`config.mk`:
```
export PLATFORM = sky130hd
export DESIGN_NAME = nibble_serial_alu_ctrl_flat
export DESIGN_NICKNAME = d
export VERILOG_FILES = /design/src/rtl/nibble_serial_alu_ctrl_if.sv /design/src/rtl/nibble_serial_alu_ctrl.sv /design/src/flat_wrapper.sv
export SDC_FILE = /design/constraint.sdc
export NUM_CORES = 1
export LEC_CHECK = 0
export BUFFER_PORTS_ARGS = -buffer_cell sky130_fd_sc_hd__buf_2
export CORE_MARGIN = 2
export CORE_UTILIZATION = 59
export CTS_BUF_LIST = sky130_fd_sc_hd__clkbuf_4 sky130_fd_sc_hd__clkbuf_8
export CTS_CLUSTER_DIAMETER = 150
export DETAILED_ROUTE_END_ITERATION = 12
export GPL_TIMING_DRIVEN = 0
export PLACE_DENSITY = 0.89
export SETUP_SLACK_MARGIN = 0.2
export SLEW_MARGIN = 0
export SYNTH_ARGS = -nofsm -noshare
export SYNTH_HDL_FRONTEND = slang
export SYNTH_SLANG_ARGS = --single-unit
```
`constraint.sdc`:
```
create_clock -name clk -period 3.05 [get_ports clk]
set_clock_uncertainty 0.1 [all_clocks]
set_input_delay 0.305 -clock clk [delete_from_list [all_inputs] [get_ports clk]]
set_output_delay 0.305 -clock clk [all_outputs]
set_load 0.03 [all_outputs]
```
`src/rtl/nibble_serial_alu_ctrl_if.sv`:
```
// Bundles the request/result handshake of the nibble-serial ALU sequencer
// together with the nibble-wide link to the external 4-bit add/sub ALU.
interface nibble_serial_alu_ctrl_if #(
  parameter int NIBBLES = 4
);
  localparam int W = 4 * NIBBLES;

  logic         start;
  logic         op_sub;
  logic         op_cin;
  logic [W-1:0] op_a;
  logic [W-1:0] op_b;
  logic         busy;
  logic         done;
  logic [W-1:0] res;
  logic         res_cf;
  logic         res_zf;
  logic         res_vf;
  logic [3:0]   alu_a;
  logic [3:0]   alu_b;
  logic         alu_c0;
  logic         alu_as;
  logic [3:0]   alu_f;
  logic         alu_c4;

  modport master (
    output start, op_sub, op_cin, op_a, op_b, alu_f, alu_c4,
    input  busy, done, res, res_cf, res_zf, res_vf, alu_a, alu_b, alu_c0, alu_as
  );

  modport slave (
    input  start, op_sub, op_cin, op_a, op_b, alu_f, alu_c4,
    output busy, done, res, res_cf, res_zf, res_vf, alu_a, alu_b, alu_c0, alu_as
  );
endinterface

```
`src/rtl/nibble_serial_alu_ctrl.sv`:
```
// Runs W-bit add/sub through an external 4-bit ALU one nibble per clock, LSB first.
// Define ALU_SEQ_OVF_EN to enable the signed-overflow flag res_vf.
module nibble_serial_alu_ctrl #(
  parameter int NIBBLES = 4
) (
  input logic                    clk,
  input logic                    rst,
  nibble_serial_alu_ctrl_if.slave bus
);
  localparam int W     = 4 * NIBBLES;
  localparam int CNT_W = (NIBBLES > 1) ? $clog2(NIBBLES) : 1;
  localparam logic [CNT_W-1:0] LAST = CNT_W'(NIBBLES - 1);

  typedef enum logic [1:0] {IDLE, RUN, DONE} state_t;

  state_t             state_q, state_d;
  logic [W-1:0]       a_q, b_q, acc_q, res_q;
  logic               sub_q, carry_q, cf_q, zf_q;
  logic [CNT_W-1:0]   cnt_q;
  logic [W-1:0]       acc_nxt;
  logic               last_nib;

  // Each returned nibble enters at the top; after NIBBLES captures the LSB nibble sits at the bottom.
  assign acc_nxt  = (acc_q >> 4) | (W'(bus.alu_f) << (W - 4));
  assign last_nib = (cnt_q == LAST);

  always_ff @(posedge clk or posedge rst) begin
    if (rst) state_q <= IDLE;
    else     state_q <= state_d;
  end

  always_comb begin
    state_d     = state_q;
    bus.busy    = 1'b0;
    bus.done    = 1'b0;
    bus.alu_a   = 4'h0;
    bus.alu_b   = 4'h0;
    bus.alu_c0  = 1'b0;
    bus.alu_as  = 1'b0;
    case (state_q)
      IDLE: if (bus.start) state_d = RUN;
      RUN: begin
        bus.busy   = 1'b1;
        bus.alu_a  = a_q[3:0];
        bus.alu_b  = b_q[3:0];
        bus.alu_c0 = carry_q;
        bus.alu_as = sub_q;
        if (last_nib) state_d = DONE;
      end
      DONE: begin
        bus.done = 1'b1;
        state_d  = IDLE;
      end
      default: state_d = IDLE;
    endcase
  end

  always_ff @(posedge clk or posedge rst) begin
    if (rst) begin
      a_q     <= '0;
      b_q     <= '0;
      acc_q   <= '0;
      res_q   <= '0;
      sub_q   <= 1'b0;
      carry_q <= 1'b0;
      cf_q    <= 1'b0;
      zf_q    <= 1'b0;
      cnt_q   <= '0;
    end else begin
      case (state_q)
        IDLE: if (bus.start) begin
          a_q     <= bus.op_a;
          b_q     <= bus.op_b;
          sub_q   <= bus.op_sub;
          // Subtract is A + ~B + 1, so borrow-in maps to an inverted carry-in.
          carry_q <= bus.op_sub ? ~bus.op_cin : bus.op_cin;
          cnt_q   <= '0;
        end
        RUN: begin
          acc_q   <= acc_nxt;
          carry_q <= bus.alu_c4;
          a_q     <= a_q >> 4;
          b_q     <= b_q >> 4;
          cnt_q   <= cnt_q + 1'b1;
          if (last_nib) begin
            res_q <= acc_nxt;
            cf_q  <= sub_q ^ bus.alu_c4;
            zf_q  <= (acc_nxt == '0);
          end
        end
        default: ;
      endcase
    end
  end

  assign bus.res    = res_q;
  assign bus.res_cf = cf_q;
  assign bus.res_zf = zf_q;

`ifdef ALU_SEQ_OVF_EN
  logic vf_q;

  // Top-nibble signed overflow: operands agree in sign but the sum does not.
  always_ff @(posedge clk or posedge rst) begin
    if (rst) vf_q <= 1'b0;
    else if (state_q == RUN && last_nib)
      vf_q <= (a_q[3] == (b_q[3] ^ sub_q)) && (bus.alu_f[3] != a_q[3]);
  end

  assign bus.res_vf = vf_q;
`else
  assign bus.res_vf = 1'b0;
`endif
endmodule
```
`src/flat_wrapper.sv`:
```
// flat-port wrapper written by rule: the top's interface ports become plain ports
module nibble_serial_alu_ctrl_flat 
#(
  parameter int NIBBLES = 4
)
  (clk, rst, bus_start, bus_op_sub, bus_op_cin, bus_op_a, bus_op_b, bus_alu_f, bus_alu_c4, bus_busy, bus_done, bus_res, bus_res_cf, bus_res_zf, bus_res_vf, bus_alu_a, bus_alu_b, bus_alu_c0, bus_alu_as);
  nibble_serial_alu_ctrl_if #(.NIBBLES(NIBBLES)) bus_i ();
  input logic clk;
  input logic rst;
  input wire logic [$bits(bus_i.start)-1:0] bus_start;
  input wire logic [$bits(bus_i.op_sub)-1:0] bus_op_sub;
  input wire logic [$bits(bus_i.op_cin)-1:0] bus_op_cin;
  input wire logic [$bits(bus_i.op_a)-1:0] bus_op_a;
  input wire logic [$bits(bus_i.op_b)-1:0] bus_op_b;
  input wire logic [$bits(bus_i.alu_f)-1:0] bus_alu_f;
  input wire logic [$bits(bus_i.alu_c4)-1:0] bus_alu_c4;
  output wire logic [$bits(bus_i.busy)-1:0] bus_busy;
  output wire logic [$bits(bus_i.done)-1:0] bus_done;
  output wire logic [$bits(bus_i.res)-1:0] bus_res;
  output wire logic [$bits(bus_i.res_cf)-1:0] bus_res_cf;
  output wire logic [$bits(bus_i.res_zf)-1:0] bus_res_zf;
  output wire logic [$bits(bus_i.res_vf)-1:0] bus_res_vf;
  output wire logic [$bits(bus_i.alu_a)-1:0] bus_alu_a;
  output wire logic [$bits(bus_i.alu_b)-1:0] bus_alu_b;
  output wire logic [$bits(bus_i.alu_c0)-1:0] bus_alu_c0;
  output wire logic [$bits(bus_i.alu_as)-1:0] bus_alu_as;
  assign bus_i.start = bus_start;
  assign bus_i.op_sub = bus_op_sub;
  assign bus_i.op_cin = bus_op_cin;
  assign bus_i.op_a = bus_op_a;
  assign bus_i.op_b = bus_op_b;
  assign bus_i.alu_f = bus_alu_f;
  assign bus_i.alu_c4 = bus_alu_c4;
  assign bus_busy = bus_i.busy;
  assign bus_done = bus_i.done;
  assign bus_res = bus_i.res;
  assign bus_res_cf = bus_i.res_cf;
  assign bus_res_zf = bus_i.res_zf;
  assign bus_res_vf = bus_i.res_vf;
  assign bus_alu_a = bus_i.alu_a;
  assign bus_alu_b = bus_i.alu_b;
  assign bus_alu_c0 = bus_i.alu_c0;
  assign bus_alu_as = bus_i.alu_as;
  nibble_serial_alu_ctrl #(.NIBBLES(NIBBLES)) u_core (.clk(clk), .rst(rst), .bus(bus_i));
endmodule
```
Word-level counts from Yosys, hierarchy flattened
Index checks and enable logic that the tools add are counted.
- bits in registers: 72
- bits of input ports: 42
- word-level logic and storage cells: 44
- add/sub/neg operators: 1
- equality and inequality tests: 5
- multiplexer cells: 18
- bitwise logic cells: 3
- reductions and logical operators: 7
- operators with widths (operator ; number):
    $pmux 16 s2 ; 2
    $mux 16 ; 2
    $logic_not 16->1 ; 1
    $or 12x16->16 ; 1
    $mux 4 ; 2
    $pmux 2 s2 ; 2
    $reduce_and 2->1 ; 4
    $mux 1 ; 6
    $mux 2 ; 3
    $eq 2x2->1 const B ; 2
    $add 2x1->2 const B ; 1
    $eq 2x1->1 const B ; 1
    $logic_not 2->1 ; 1
    $ne 2x1->1 const B ; 1
    $ne 2x2->1 const B ; 1
    $pmux 1 s2 ; 1
    $reduce_bool 2->1 ; 1
    $not 1->1 ; 1
    $xor 1x1->1 ; 1

Logic depth before layout (Yosys ltp)
- depth in word-level cells: 4
- depth in mapped cells: 5
- gate-level depth less buffers: 4

Worst setup path after synthesis
No wires, ideal clock.
- path kind: reg-to-output
- from: register u_core.state_q[1]
- to: output port bus_alu_a[0]
- data arrival time: 1211 ps
- required time: 2645 ps
- path slack: 1434 ps
- cell stages (with the launch flop): 5
- path through: dfrtp_1 nand2b_1 inv_1 clkbuf_1 and2_1
- cells in the longest elaborated chain, start to end: 2
- RTL lines (item ; RTL line ; source):
    start, declared ; nibble_serial_alu_ctrl.sv:16 ; state_t state_q, state_d;
    start signal, assigned ; nibble_serial_alu_ctrl.sv:29 ; else state_q <= state_d;
    $eq 2x1->1 ; nibble_serial_alu_ctrl.sv:40 ; case (state_q)
    $mux 4 ; nibble_serial_alu_ctrl.sv:40 ;
    end, declared ; flat_wrapper.sv:23 ; output wire logic [$bits(bus_i.alu_a)-1:0] bus_alu_a;
Every way passes these cells.

Final worst setup path
- from: register u_core.state_q[1]
- to: output port bus_alu_b[0]
- cells in the longest elaborated chain, start to end: 2
- RTL lines (item ; RTL line ; source):
    $eq 2x1->1 ; nibble_serial_alu_ctrl.sv:40 ;
    $mux 4 ; nibble_serial_alu_ctrl.sv:40 ;
    end, declared ; flat_wrapper.sv:24 ; output wire logic [$bits(bus_i.alu_b)-1:0] bus_alu_b;
Every way passes these cells.

==> flow_metrics.env <==
export IMPL_status="completed"
export IMPL_clkLatencyLatePin_ns=0.35
export IMPL_chipHeight_um=74.2
export IMPL_synth_top_family_by_area="simple AND/OR/NAND/NOR gates"
export IMPL_drive_above_1_share_pct=29.9
export IMPL_whs_ns=0.0125
export IMPL_rsz0062_at_grt="no"
export IMPL_crit_required_ns=2.64
export IMPL_cts_buffers=9
export IMPL_dr_wl_met2_um=3240
export IMPL_r2r_start="u_core.state_q[1]"
export IMPL_finalSetupTns_ns=0
export IMPL_root_buffer="clkbuf_8"
export IMPL_cts_setup_buffers=0
export IMPL_end_kind="output pin"
export IMPL_dr_pass1_iters=4
export IMPL_hpwl_um=4540
export IMPL_grt_max_degree=41
export IMPL_hold_class="input pin to asynchronous set/reset pin"
export IMPL_area_growth_pct=24.0
export IMPL_cts_clk_slew_worst_paths_ns=0.08
export IMPL_vias=2382
export IMPL_gp_congestion=0.867
export IMPL_power_leakage_nw=1.87
export IMPL_ys_seq_elements=68
export IMPL_r2r_end="u_core.acc_q[11]"
export IMPL_synth_cell_types=28
export IMPL_initial_core_util_pct=61.2
export IMPL_die_area_um2=5510
export IMPL_wl_met3_um=331
export IMPL_critPathMaxFanout=10
export IMPL_period_share_pct=78.6
export IMPL_maxCapViolations=0
export IMPL_syn_nets=346
export IMPL_ant_nets=0
export IMPL_ys_seq_area_share_pct=58.5
export IMPL_syn_inst=303
export IMPL_cts_hold_buf=0
export IMPL_cts_buffer_depth=2
export IMPL_synth_area_per_cell_um2=9.60
export IMPL_rows=25
export IMPL_slew_viol_final=0
export IMPL_syn_area_um2=2910
export IMPL_synth_simple_area_share_pct=23.6
export IMPL_overflow=0
export IMPL_synth_compound_area_share_pct=6.10
export IMPL_reg2reg_slack_ns=1.43
export IMPL_met1Wirelength_um=2840
export IMPL_fill_cells=356
export IMPL_arrival_ns=1.99
export IMPL_power_density_nw_per_um2=1220
export IMPL_grt_pass1_vias=2343
export IMPL_yosysWarnings=0
export IMPL_antenna_found_initial=0
export IMPL_ioPinCount=73
export IMPL_via_per_inst=5.20
export IMPL_cts_sinks=68
export IMPL_fin_crit_ns=2.40
export IMPL_crit_type="flop to output pin"
export IMPL_cts_resized=0
export IMPL_drcViolationCount=0
export IMPL_htreeDepth=3
export IMPL_ir_drop_uv=722
export IMPL_worst_path_max_delay_cell="clkbuf_1"
export IMPL_tritoncts="done"
export IMPL_max_slew_margin_rel_pct=44.8
export IMPL_grt_first_pass_wirelength_um=10800
export IMPL_core_area_um2=4750
export IMPL_routedWlPerCell_um=14.2
export IMPL_synth_adder_area_share_pct=0.430
export IMPL_synth_xor_area_share_pct=0.602
export IMPL_grt_usage_pct=26.5
export IMPL_tightest_slew_ns=0.827
export IMPL_antenna_cells=0
export IMPL_final_nets=429
export IMPL_ff2ff_path_depth=5
export IMPL_setup_viol=0
export IMPL_hold_viol=0
export IMPL_io_buffer_count=71
export IMPL_path_cells="nand2b_1 -> inv_1 -> clkbuf_1 -> and2_1 -> buf_2"
export IMPL_drtIter0Drc=149
export IMPL_dr_max_layer_used="met4"
export IMPL_totalWireLength_um=6500
export IMPL_fmax_mhz=417
export IMPL_dieWidth_um=74.2
export IMPL_critPathLaunchType="flop"
export IMPL_slowest_delay_ns=0.45
export IMPL_synthMuxAreaShare_pct=6.19
layout by cell type (no fill, tap or decap), drive strengths merged:
cell	count
nor3b	1
nand3b	1
clkinv	2
dfrtp	68
ha	1
clkbuf	12
bufinv	3
a31oi	24
nor4	4
or3b	1
nor2b	1
buf	89
and2	10
inv	3
o21ai	4
a22oi	1
mux2	16
xnor2	1
nand2	108
nand4	1
conb	1
xor2	1
nand3	11
nand2b	1
nor2	24
clkinvlp	2
final cells by class:
cell class,count,area (um2),area share [%]
plain buffers,20,120,3.33
clock buffers,9,124,3.43
clock inverters,7,115,3.19
inverters,3,11.3,0.312
multi-input cells,212,1080,29.9
flip-flops and latches,68,1700,47.2
well taps,67,83.8,2.32
repair buffers,72,375,10.4
how the worst max path moves through the flow:
| stage | from | endpoint | slack [ns] | cells past startpoint |
|---|---|---|---|---|
| after floorplan | rst | u_core.a_q[0] | 0.93 | 1 |
| after global placement | rst | u_core.a_q[1] | 0.18 | 2 |
| after detailed placement | u_core.state_q[1] | bus_alu_a[0] | 1.05 | 5 |
| after CTS | u_core.state_q[1] | bus_alu_b[0] | 0.65 | 5 |
| after global routing | u_core.state_q[1] | bus_alu_b[0] | 0.53 | 5 |
| final | u_core.state_q[1] | bus_alu_b[0] | 0.65 | 5 |
flip-flops by register name (all words and copies together), names as in the netlist:
name and count:
u_core.acc_q 12, u_core.a_q 16, u_core.carry_q 1, u_core.state_q 2, u_core.bus.res 16, u_core.cnt_q 2
u_core.bus.res_zf 1, u_core.bus.res_cf 1, u_core.b_q 16, u_core.sub_q 1
per-stage QoR:
step	utilization [%]	setup WS (ns)	cells	power, mW	instance area (um2)
2_1_floorplan	-	0.933	303	2.98	2910
3_3_place_gp	70.4	0.183	441	3.45	3350
3_5_place_dp	70.9	1.05	442	3.53	3370
4_1_cts	75.9	0.652	458	4.43	3610
5_1_grt	75.9	0.530	458	4.72	3610
6_report	75.9	0.653	458	4.41	3610
layer usage:
metal / up-vias / track usage [%]
met2: 74 / 43.9
met3: 9 / 7.86
met5: - / 0
met4: 0 / 8.13
met1: 1145 / 34.1
li1: 1154 / -
critical path, delay by kind of cell, from the launching register on:
family | cells | cell delay (ns)
buffers and inverters | 3 | 0.84
flip-flops | 1 | 0.43
AND/OR/NAND/NOR | 2 | 0.37
where the power goes:
group / internal (mW) / switching [mW] / total (mW)
sequential: 1.34 / 0.281 / 1.62
combinational: 0.675 / 1.23 / 1.90
clock: 0.539 / 0.352 / 0.891
logic make-up after synthesis:
| group | count (synthesis) |
|---|---|
| adders and majority gates | 1 |
| DFF | 68 |
| AOI/OAI and AO/OA | 29 |
| and+or+nand+nor | 163 |
| buffers and inverters | 23 |
| xor gates and xnor gates | 2 |
| muxes | 16 |
| other | 1 |
cells in the mapped netlist:
library cell  instances  share of area (%)
nand2_1             108                 14
dfrtp_1              68                 58
a31oi_1              24                5.2
nor2_1               24                3.1
mux2_2               12                4.6
nand3_1              11                1.9
and2_1               10                2.1
buf_2                 9                1.5
mux2_1                4                1.5
nor4_1                4               0.86
buf_4                 3               0.77
buf_6                 3                1.2
clkbuf_1              3               0.39
inv_1                 3               0.39
o21ai_0               3               0.52
buf_1                 2               0.26
a22oi_1               1               0.26
conb_1                1               0.13
ha_1                  1               0.43
nand2b_1              1               0.22
nand3b_1              1               0.26
nand4_1               1               0.22
nor2b_1               1               0.22
nor3b_2               1               0.43
o21ai_1               1               0.17
or3b_1                1               0.30
xnor2_1               1               0.30
xor2_1                1               0.30
(Power assumes the default switching activity.)
